$ cat src/rtl/spi_slave_pkg.sv
// Shared constants for the SPI target port: status bit layout and read values.
package spi_slave_pkg;
  localparam int ST_OVERFLOW = 15;
  localparam int ST_UNDERRUN = 14;
  localparam int ST_TXFULL   = 13;
  localparam int ST_TXEMPTY  = 12;
  localparam int RXCOUNT_W   = 12;
  localparam logic [31:0] EMPTY_READ = 32'hFFFF_FFFF;
endpackage

$ cat src/rtl/spi_slave_fifo.sv
// Synchronous byte FIFO, combinational head; push into a full FIFO succeeds only
// when a pop happens in the same cycle.
module spi_slave_fifo #(
  parameter int DEPTH = 16
) (
  input  logic                   clk,
  input  logic                   resetn,
  input  logic                   push,
  input  logic                   pop,
  input  logic [7:0]             din,
  output logic [7:0]             head,
  output logic                   full,
  output logic                   empty,
  output logic [$clog2(DEPTH):0] count
);
  localparam int AW = $clog2(DEPTH);
  localparam logic [AW:0]   CNT_ONE  = 1;
  localparam logic [AW:0]   FULL_CNT = (AW+1)'(DEPTH);
  localparam logic [AW-1:0] PTR_ONE  = 1;

  logic [7:0]    mem [DEPTH];
  logic [AW-1:0] rd_ptr, wr_ptr;
  logic          do_pop, do_push;

  assign empty   = (count == '0);
  assign full    = (count == FULL_CNT);
  assign head    = mem[rd_ptr];
  assign do_pop  = pop && !empty;
  assign do_push = push && (!full || do_pop);

  always_ff @(posedge clk) begin
    if (do_push) mem[wr_ptr] <= din;
  end

  always_ff @(posedge clk or negedge resetn) begin
    if (!resetn) begin
      rd_ptr <= '0;
      wr_ptr <= '0;
      count  <= '0;
    end else begin
      if (do_push) wr_ptr <= wr_ptr + PTR_ONE;
      if (do_pop)  rd_ptr <= rd_ptr + PTR_ONE;
      case ({do_push, do_pop})
        2'b10:   count <= count + CNT_ONE;
        2'b01:   count <= count - CNT_ONE;
        default: ;
      endcase
    end
  end
endmodule

$ cat src/rtl/spi_slave_port.sv
// SPI mode-0 target with CPU-side RX/TX byte FIFOs; pins oversampled, 3-cycle pin-to-internal latency.
// reg_wait stalls TX writes while full. Optional end-of-frame irq: SPI_SLAVE_FRAME_IRQ_EN.
module spi_slave_port
  import spi_slave_pkg::*;
#(
  parameter int          RXDEPTH = 16,
  parameter int          TXDEPTH = 16,
  parameter logic [7:0]  FILL    = 8'hFF
) (
  input  logic        clk,
  input  logic        resetn,
  input  logic        sck,
  input  logic        cs_n,
  input  logic        mosi,
  output logic        miso,
  output logic        miso_oe,
  input  logic        reg_dat_re,
  input  logic        reg_dat_we,
  input  logic        reg_stat_re,
  input  logic [31:0] reg_di,
  output logic [31:0] reg_do,
  output logic        reg_wait,
  output logic        irq
);
  localparam int RCW = $clog2(RXDEPTH) + 1;
  localparam int TCW = $clog2(TXDEPTH) + 1;

  logic [2:0] sck_q, cs_q, mosi_q;
  logic       sck_rise, sck_fall, cs_rise, cs_fall, armed;
  logic [2:0] bitcnt;
  logic [6:0] rx_sr;
  logic [7:0] tx_sr, tx_byte, rx_din;
  logic       overflow, underrun;

  logic [7:0]     rx_head, tx_head;
  logic           rx_full, rx_empty, tx_full, tx_empty;
  logic [RCW-1:0] rx_count;
  logic [TCW-1:0] tx_count;

  logic frame_end, frame_start, shift_in, shift_out, boundary;
  logic tx_pop, stat_clr, ovf_set, und_set;
  logic unused_sig;

  // cs_q resets to "selected" so a low cs_n at release never looks like a new frame.
  always_ff @(posedge clk or negedge resetn) begin
    if (!resetn) begin
      sck_q    <= '0;
      cs_q     <= '0;
      mosi_q   <= '0;
      sck_rise <= 1'b0;
      sck_fall <= 1'b0;
      cs_rise  <= 1'b0;
      cs_fall  <= 1'b0;
      armed    <= 1'b0;
    end else begin
      sck_q    <= {sck_q[1:0], sck};
      cs_q     <= {cs_q[1:0], cs_n};
      mosi_q   <= {mosi_q[1:0], mosi};
      sck_rise <= sck_q[1] & ~sck_q[2];
      sck_fall <= ~sck_q[1] & sck_q[2];
      cs_rise  <= cs_q[1] & ~cs_q[2];
      cs_fall  <= ~cs_q[1] & cs_q[2];
      armed    <= armed | cs_q[1];
    end
  end

  assign frame_end   = cs_rise;
  assign frame_start = cs_fall & armed & ~cs_rise;
  assign shift_in    = sck_rise & miso_oe & ~cs_rise & ~cs_fall;
  assign shift_out   = sck_fall & miso_oe & ~cs_rise & ~cs_fall;
  assign boundary    = shift_in & (bitcnt == 3'd7);
  assign rx_din      = {rx_sr, mosi_q[2]};
  assign tx_pop      = frame_start | boundary;
  assign tx_byte     = tx_empty ? FILL : tx_head;
  assign ovf_set     = boundary & rx_full & ~reg_dat_re;
  assign und_set     = tx_pop & tx_empty;
  assign stat_clr    = reg_stat_re & ~reg_dat_re;
  assign reg_wait    = reg_dat_we & tx_full & ~tx_pop;
  assign unused_sig  = ^{reg_di[31:8], tx_count};

  always_ff @(posedge clk or negedge resetn) begin
    if (!resetn) begin
      miso     <= 1'b1;
      miso_oe  <= 1'b0;
      bitcnt   <= '0;
      rx_sr    <= '0;
      tx_sr    <= '0;
      overflow <= 1'b0;
      underrun <= 1'b0;
    end else begin
      overflow <= ovf_set | (overflow & ~stat_clr);
      underrun <= und_set | (underrun & ~stat_clr);
      if (frame_end) begin
        miso_oe <= 1'b0;
        miso    <= 1'b1;
        bitcnt  <= '0;
      end else if (frame_start) begin
        miso_oe <= 1'b1;
        bitcnt  <= '0;
        tx_sr   <= tx_byte;
        miso    <= tx_byte[7];
      end else begin
        if (shift_in) begin
          rx_sr  <= rx_din[6:0];
          bitcnt <= bitcnt + 3'd1;
          if (boundary) tx_sr <= tx_byte;
        end
        // The falling edge right after a byte boundary presents the preloaded byte unshifted.
        if (shift_out) begin
          if (bitcnt != 3'd0) begin
            tx_sr <= tx_sr << 1;
            miso  <= tx_sr[6];
          end else begin
            miso  <= tx_sr[7];
          end
        end
      end
    end
  end

  spi_slave_fifo #(.DEPTH(RXDEPTH)) u_rx_fifo (
    .clk(clk), .resetn(resetn), .push(boundary), .pop(reg_dat_re), .din(rx_din),
    .head(rx_head), .full(rx_full), .empty(rx_empty), .count(rx_count)
  );

  spi_slave_fifo #(.DEPTH(TXDEPTH)) u_tx_fifo (
    .clk(clk), .resetn(resetn), .push(reg_dat_we), .pop(tx_pop), .din(reg_di[7:0]),
    .head(tx_head), .full(tx_full), .empty(tx_empty), .count(tx_count)
  );

  always_comb begin
    reg_do = '0;
    if (reg_dat_re) begin
      reg_do = rx_empty ? EMPTY_READ : {24'b0, rx_head};
    end else if (reg_stat_re) begin
      reg_do[ST_OVERFLOW]     = overflow;
      reg_do[ST_UNDERRUN]     = underrun;
      reg_do[ST_TXFULL]       = tx_full;
      reg_do[ST_TXEMPTY]      = tx_empty;
      reg_do[RXCOUNT_W-1:0]   = RXCOUNT_W'(rx_count);
    end
  end

`ifdef SPI_SLAVE_FRAME_IRQ_EN
  logic got_byte;
  always_ff @(posedge clk or negedge resetn) begin
    if (!resetn) begin
      got_byte <= 1'b0;
      irq      <= 1'b0;
    end else begin
      irq <= frame_end & miso_oe & got_byte;
      if (frame_end | frame_start) got_byte <= 1'b0;
      else if (boundary)           got_byte <= 1'b1;
    end
  end
`else
  assign irq = 1'b0;
`endif
endmodule

$ cat config.mk
export PLATFORM = sky130hd
export DESIGN_NAME = spi_slave_port
export DESIGN_NICKNAME = d
export VERILOG_FILES = /design/src/rtl/spi_slave_pkg.sv /design/src/rtl/spi_slave_fifo.sv /design/src/rtl/spi_slave_port.sv
export SDC_FILE = /design/constraint.sdc
export NUM_CORES = 1
export LEC_CHECK = 0
export BUFFER_PORTS_ARGS = -buffer_cell sky130_fd_sc_hd__buf_4
export CAP_MARGIN = 0
export CORE_MARGIN = 2
export CORE_UTILIZATION = 55
export CTS_CLUSTER_DIAMETER = 50
export DETAILED_ROUTE_END_ITERATION = 6
export PLACE_DENSITY = 0.73
export SLEW_MARGIN = 20
export SYNTH_ARGS = -nofsm -noshare
export SYNTH_HDL_FRONTEND = slang
export SYNTH_HIERARCHICAL = 1
export SYNTH_SLANG_ARGS = --single-unit
$ cat constraint.sdc
create_clock -name clk -period 6.7 [get_ports clk]
set_clock_uncertainty 0.05 [all_clocks]
set_input_delay 1.005 -clock clk [delete_from_list [all_inputs] [get_ports clk]]
set_output_delay 1.005 -clock clk [all_outputs]
set_load 0.01 [all_outputs]
==> results of run 1 <==
==> metal layers <==
layer  part of all wire  track usage
met3              0.079      0.04313
met2               0.50       0.3458
met5                  0            0
met4              0.016      0.05885
met1               0.41       0.2883
==> worst max-delay path by stage <==
| stage | to | cells past startpoint | slack, ns | start |
|---|---|---|---|---|
| finish | reg_do[0] | 6 | 2.76 | u_rx_fifo/rd_ptr[0] |
| global route | reg_do[0] | 6 | 2.56 | u_rx_fifo/rd_ptr[0] |
| CTS | reg_do[0] | 6 | 2.49 | u_rx_fifo/rd_ptr[0] |
| detailed placement | u_tx_fifo/count[4] | 11 | 2.86 | cs_rise |
| global placement | u_tx_fifo/count[4] | 11 | 2.98 | cs_rise |
| floorplan | reg_do[10] | 7 | 3.57 | u_rx_fifo/count[1] |
==> synth_stat cells, types with 2 or more instances <==
cell type  count  share of area
a211o_1        3         0.0019
a21o_1         3         0.0017
a21oi_1       22         0.0081
a22o_1         6         0.0039
a22oi_1       32          0.018
a31oi_1        2        0.00093
a32o_1         3         0.0022
and2_1         3         0.0014
buf_1          5         0.0014
buf_2         10         0.0037
buf_4         21          0.012
buf_6          4         0.0033
clkbuf_1      18         0.0050
dfrtp_1       61           0.11
edfxtp_1     256           0.57
fa_1           2         0.0030
ha_1          19          0.018
inv_1         17         0.0047
mux2_2        10         0.0083
mux2i_1        4         0.0030
mux4_1        11          0.021
mux4_2        53          0.088
nand2_1       50          0.014
nand2b_1      14         0.0065
nand3_1       15         0.0056
nor2_1        55          0.015
nor2b_1       14         0.0065
nor3_1        22         0.0081
nor4_1         6         0.0028
o211ai_1       4         0.0022
o21ai_0        9         0.0033
o221ai_1       2         0.0013
o31ai_1        5         0.0028
or2_2          2        0.00093
or4_4          2         0.0017
xnor2_1       17          0.011
xor2_1         2         0.0013
==> cell type report <==
class | count | area (sq um) | area share
inverters | 18 | 70.07 | 0.004629
clock inverters | 13 | 143.9 | 0.009506
clock buffers | 50 | 952.2 | 0.06290
repair buffers | 58 | 435.4 | 0.02877
flip-flops and latches | 318 | 9245 | 0.6108
multi-input cells | 420 | 3885 | 0.2567
well taps | 324 | 405.4 | 0.02678
==> flip-flops by register name, indices dropped and copies added, names as in the netlist, 3 cells and up <==
register,flops
cs_q,3
u_tx_fifo/mem,128
sck_q,3
mosi_q,3
bitcnt,3
u_tx_fifo/wr_ptr,4
u_rx_fifo/wr_ptr,4
tx_sr,8
u_tx_fifo/rd_ptr,4
u_rx_fifo/mem,128
u_rx_fifo/count,5
rx_sr,7
u_tx_fifo/count,5
u_rx_fifo/rd_ptr,4
==> stage by stage <==
| stage | total power, mW | setup slack, ns | hold slack (ns) | area [sq um] | std cells |
|---|---|---|---|---|---|
| detailed placement | 4.268 | 2.865 | 0.2862 | 14030 | 1138 |
| CTS | 6.078 | 2.487 | 0.2977 | 15130 | 1201 |
| global placement | 4.183 | 2.976 | 0.2813 | 14010 | 1138 |
| global route | 6.331 | 2.557 | 0.3002 | 15140 | 1201 |
| finish | 6.042 | 2.764 | 0.2967 | 15140 | 1201 |
| floorplan | 3.818 | 3.569 | 0.2812 | 13520 | 815 |
==> worst reg2reg max path: stages, from the launching register on <==
cell and delay [ns]:
dfrtp_1 0.62, and4bb_2 0.69, nand2_4 0.16, o21ai_1 0.11, buf_4 0.24, a21boi_0 0.52
nand2b_1 0.19, fa_1 0.43, nand2b_1 0.22, a2111o_1 0.39, o211a_1 0.11, nand3_1 0.08
==> power by group through the flow <==
stage                     combinational (mW)  clock (mW)  sequential, mW
after CTS                               1.59        1.84            2.65
after global routing                    1.73        1.92            2.68
after detailed placement                1.58           0            2.69
final                                   1.59        1.80            2.65
after global placement                  1.52           0            2.66
after floorplan                         1.27           0            2.54
==> logic make-up (layout without fill, tap and decap cells) <==
kind of cell,Yosys count,count (layout),share of synthesized area
compound gates,105,105,0.05598
flops,318,318,0.6834
buf+inv,77,139,0.03174
fa+ha+maj,21,21,0.02054
simple gates,193,193,0.07125
mux,81,81,0.1245
xor+xnor,19,19,0.01231
other cells,1,1,0.0002773
==> summary.txt, run 1 <==
Outcome -> finished clean
Unrepaired setup endpoints after global routing -> false
Fillers -> 1,684
CP startpoint kind -> register
Required time worst endpoint -> 5.64 ns
Nets -> 912
CTS root buffer -> clkbuf_16
Crit-path max FO -> 35
Net Sw Power -> 1.848 mW
R2R cell count -> 11
Final setup fails -> 0
Worst Path Buf+Inv -> 1
Total CTS buffers -> 35
First-pass GRT wire length -> 41,350 um
Port-buffer cells -> 50
RePlAce Congestion -> 0.8177
Finished Core Util -> 0.6243
Synthesized area -> 0.01352 sq mm
Share of post-route cells with drive strength above 1 -> 0.2212
Synth Instances -> 815
FF-to-FF setup slack -> 2.83 ns
Max Cap Viol -> 0
Yosys cell types -> 68
Critical path class -> register to output port
P&R area growth vs syn -> 11.95%
Power share of the sequential group -> 0.438
Die Ht -> 160.8 um
Worst-Margin Slew -> 0.9286 ns
Number of vias per cell -> 6.050
Critical Path, Cell by Cell -> mux4_1 > a22oi_1 > nand2_1 > nor2_1 > a21oi_1 > buf_4
HP Start -> mosi_q[0]
Mapped Avg Cell Area -> 16.59 sq um
Largest net degree at the start of global routing -> 63
Hold crit path type -> register to register
Synthesized Nets -> 876
Max rail drop VDD -> 0.0003166 V
Sequential share of the synthesized area -> 0.6834
Combinational power share -> 0.264
H-tree levels -> 2
CP max stage delay -> 0.86 ns
Final Slew Violations -> 0
Final ANT Viol Nets -> 0
ANT cells -> 0
FP Rows -> 57
Most frequent cells in the layout -> 256 x edfxtp_1, 59 x dfrtp_1, 58 x buf_4
Async S/R FF share, synth -> 0.1950
Slew HR -> 0.3776
Critical Path AT -> 2.88 ns
Critical Path End Type -> output port
Yosys Warn Count -> 6
Cell internal pwr -> 4.194 mW
Synth Flop Type -> edfxtp_1
Hold Crit Depth -> 0
Antenna violations before repair -> 1
Routed WL per cell -> 22.06 um
Total GRT Usage -> 0.2096
Die Wd -> 160.8 um
Post-CTS Setup Repair Bufs -> 0
Worst R2R End -> u_tx_fifo/count[4]
Core Region -> 0.02425 sq mm
Reg2reg start -> cs_rise
Setup TNS -> 0 ns
Worst Hold End -> mosi_q[1]
Global route total overflow -> 0
Number of clock sinks -> 318
Clk pin slew, worst setup/hold paths -> 0.05 ns
Min cycle time layout -> 3.936 ns
Starting density of the core -> 0.5576
Hold-fix buffer count after cts -> 0
Iter 0 DRT Violations -> 829
EDFF count, synth -> 256
Final hold violation count -> 0
CTS tree -> done
Clock Power Share -> 0.298
Vias -> 7,266
Commonest non-fill, non-tap cell in the layout -> edfxtp_1
Number of global-route vias before repair -> 7,438
I/O pin count -> 76
Period Utilization, post-route -> 0.5875
DRC Markers -> 0
Critical path's slowest cell -> dfrtp_4
Clock tree buffer depth -> 3
Post-CTS sizing -> 0
First-pass detailed-route iteration total -> 5
Worst-Skew Late Latency -> 0.51 ns
Post-synthesis register bit count -> 318
Cell family with most CP delay -> flip-flops
Leakage -> 5.390 nW
Power per Cell Area -> 399.1 mW/mm^2
Dpl hpwl -> 16,780 um
Switching share of power -> 0.3058
Die ar. -> 0.02586 sq mm
Max Clock Freq -> 254.1 MHz
Final WL -> 26,490 um
(Power assumes the default switching activity.)
==> run 2, diff against run 1 <==
Settings changed: ABC_AREA set to 1, PLACE_DENSITY 0.73 to 0.76.
Clock period 6.7 ns to 3.5 ns, I/O delays scaled along.
==> run 2 against run 1 <==
  * The run now ends with hold timing left
  * Largest cell class unchanged
  * Synthesized cell count grew 49%
  * Final cell count grew 33%
  * Flip-flop and latch count is the same
  * Clock power grew 82%
  * Critical path depth grew 4
  * Die area grew 3.1%
  * Non-clock buffer count grew 18
  * Worst hold slack lost 0.30 ns
==> summary.txt, run 2 <==
Outcome -> complete, but fails checks
Failing checks -> hold timing
Cell family with most CP delay -> flip-flops
Final ANT Viol Nets -> 0
ANT cells -> 0
Sequential share of the synthesized area -> 0.6625
CP max stage delay -> 0.64 ns
Critical Path AT -> 2.64 ns
Area after DPL -> 0.01445 sq mm
Power share of the sequential group -> 0.419
Slew HR -> 0.4514
Mux cell area share after synthesis -> 0
Async S/R FF share, synth -> 0.1950
Iter 0 DRT Violations -> 752
I/O pin count -> 76
Final setup fails -> 0
Finished Core Util -> 0.6177
Required time worst endpoint -> 2.92 ns
Post-synthesis simple-gate area fraction -> 0.1442
EDFF count, synth -> 256
Commonest cells in the netlist -> 256 x edfxtp_1, 211 x nor2_1, 143 x nand2_1
Switching share of power -> 0.3518
Post-CTS Setup Repair Bufs -> 0
Top-count cell post-synth -> edfxtp_1
FP Rows -> 58
Mapped Avg Cell Area -> 11.51 sq um
Setup TNS -> 0 ns
Max rail drop VDD -> 0.0006181 V
Synth Area in Adders -> 0.01991
Crit-path max FO -> 59
Critical Path End Type -> output port
Net Sw Power -> 4.241 mW
DRC Markers -> 0
Final setup margin -> 0.2854 ns
Core Region -> 0.02504 sq mm
Hold crit path type -> primary input to asynchronous set/reset pin
Routed WL per cell -> 18.02 um
Die Wd -> 163.3 um
Number of vias per cell -> 5.643
Cell internal pwr -> 7.815 mW
Critical path class -> register to output port
Commonest non-fill, non-tap cell in the layout -> edfxtp_1
Synth Flop Type -> edfxtp_1
Yosys Warn Count -> 6
Biggest regs -> u_rx_fifo/mem (128), u_tx_fifo/mem (128), tx_sr (8)
Port-buffer cells -> 50
Hold-fix buffer count after cts -> 0
Final hold violation count -> 2
Vias -> 9,028
Synth Area in Compound Gates -> 0.1028
Yosys cell types -> 40
Synthesized Nets -> 1,273
Most frequent cells in the layout -> 256 x edfxtp_1, 211 x nor2_1, 143 x nand2_1
Power per Cell Area -> 779.5 mW/mm^2
Leakage -> 5.910 nW
Xor and xnor area share after synthesis -> 0.01238
Antenna violations before repair -> 0
Clock tree buffer depth -> 3
Synthesized area -> 0.01395 sq mm
CP startpoint kind -> register
First-pass GRT wire length -> 45,360 um
Number of global-route vias before repair -> 8,680
Largest net degree at the start of global routing -> 63
Total CTS buffers -> 30
Fillers -> 1,871
Worst-Skew Late Latency -> 0.55 ns
Worst Path Buf+Inv -> 2
RePlAce Congestion -> 0.8159
Max Cap Viol -> 0
Nets -> 1,307
Final WL -> 28,840 um
H-tree levels -> 1
Clk pin slew, worst setup/hold paths -> 0.06 ns
Die Ht -> 163.3 um
Final Slew Violations -> 0
Die ar. -> 0.02665 sq mm
Min Hold Slack -> -0.004014 ns
CTS tree -> done
Dpl hpwl -> 17,870 um
First-pass detailed-route iteration total -> 5
Post-synthesis register bit count -> 318
Area share of the leading cell type in the synthesized netlist -> 0.5511
Critical Path, Cell by Cell -> inv_6 > nor2_1 > nor2_1 > o21ai_0 > o211ai_1 > nand3_1 > nand2_1 > o21ai_0 > nand2_1 > buf_4
Total GRT Usage -> 0.2190
Starting density of the core -> 0.5571
Largest family of logic cells by synthesized area -> simple AND/OR/NAND/NOR gates
Share of post-route cells with drive strength above 1 -> 0.1441
Worst slack at placement -> 0.6752 ns
Number of clock sinks -> 318
Min cycle time layout -> 3.215 ns
Synth area leader -> edfxtp_1
Period Utilization, post-route -> 0.9185
Combinational power share -> 0.310
Worst-Margin Slew -> 0.8198 ns
Max Clock Freq -> 311.1 MHz
P&R area growth vs syn -> 10.88%
Global route total overflow -> 0
CTS root buffer -> clkbuf_16
Clock Power Share -> 0.271
Post-CTS sizing -> 0
Unrepaired setup endpoints after global routing -> false
Synth Instances -> 1,212
Synth area leaders -> edfxtp_1 55%, dfrtp_1 11%, nor2_1 5.7%, o21ai_0 4.9%, nand2_1 3.8%
Post-route cell area -> 0.01547 sq mm
Critical path's slowest cell -> dfrtp_2
## run 2: area by class of cell
cell class                      count  area, sq um  area share
Clock inverter                     13        140.1    0.009061
Sequential cell                   318         9243      0.5976
Multi-Input combinational cell    743         3900      0.2522
Tap cell                          330        412.9     0.02670
Inverter                           77        306.5     0.01982
Timing Repair Buffer               76        583.1     0.03770
Clock buffer                       43        880.8     0.05695
## run 2: per-layer routing
metal	global-route usage	vias up	share of wire
met5	0	-	0
met4	0.09131	0	0.036
met3	0.02844	72	0.064
met2	0.3813	333	0.50
met1	0.2778	4358	0.40
li1	-	4265	-
## run 2: worst paths after layout
kind | slack, ns | endpoint | depth (start not counted) | startpoint
min in group clk | 0.03 | mosi_q[0] | 1 | mosi
worst max-delay path | 0.29 | reg_do[2] | 10 | u_rx_fifo/rd_ptr[0]
worst max register to register | 0.62 | u_rx_fifo/count[4] | 16 | bitcnt[0]
worst min-delay path | -0.004 | sck_q[0] | 1 | resetn
max in group asynchronous | 2.81 | u_rx_fifo/rd_ptr[0] | 1 | resetn
worst min register to register | 0.30 | cs_q[1] | 0 | cs_q[0]
## run 2: cell families after synthesis
kind of cell | after synthesis
and+or+nand+nor | 457
DFF | 318
AOI/OAI and AO/OA | 246
buffers and inverters | 151
adders and majority gates | 21
xor gates and xnor gates | 18
other | 1
## run 2: power by group through the flow
stage	clock [mW]	combinational [mW]	sequential [mW]
2_1_floorplan	0	2.90	4.86
3_3_place_gp	0	3.58	5.10
3_5_place_dp	0	3.71	5.12
4_1_cts	3.31	3.73	5.05
5_1_grt	3.47	4.14	5.11
6_report	3.27	3.73	5.06
## run 2: stage by stage
| step | total power, mW | cells |
|---|---|---|
| floorplan | 7.763 | 1212 |
| global placement | 8.683 | 1544 |
| detailed placement | 8.830 | 1544 |
| CTS | 12.09 | 1600 |
| global route | 12.72 | 1600 |
| finish | 12.06 | 1600 |
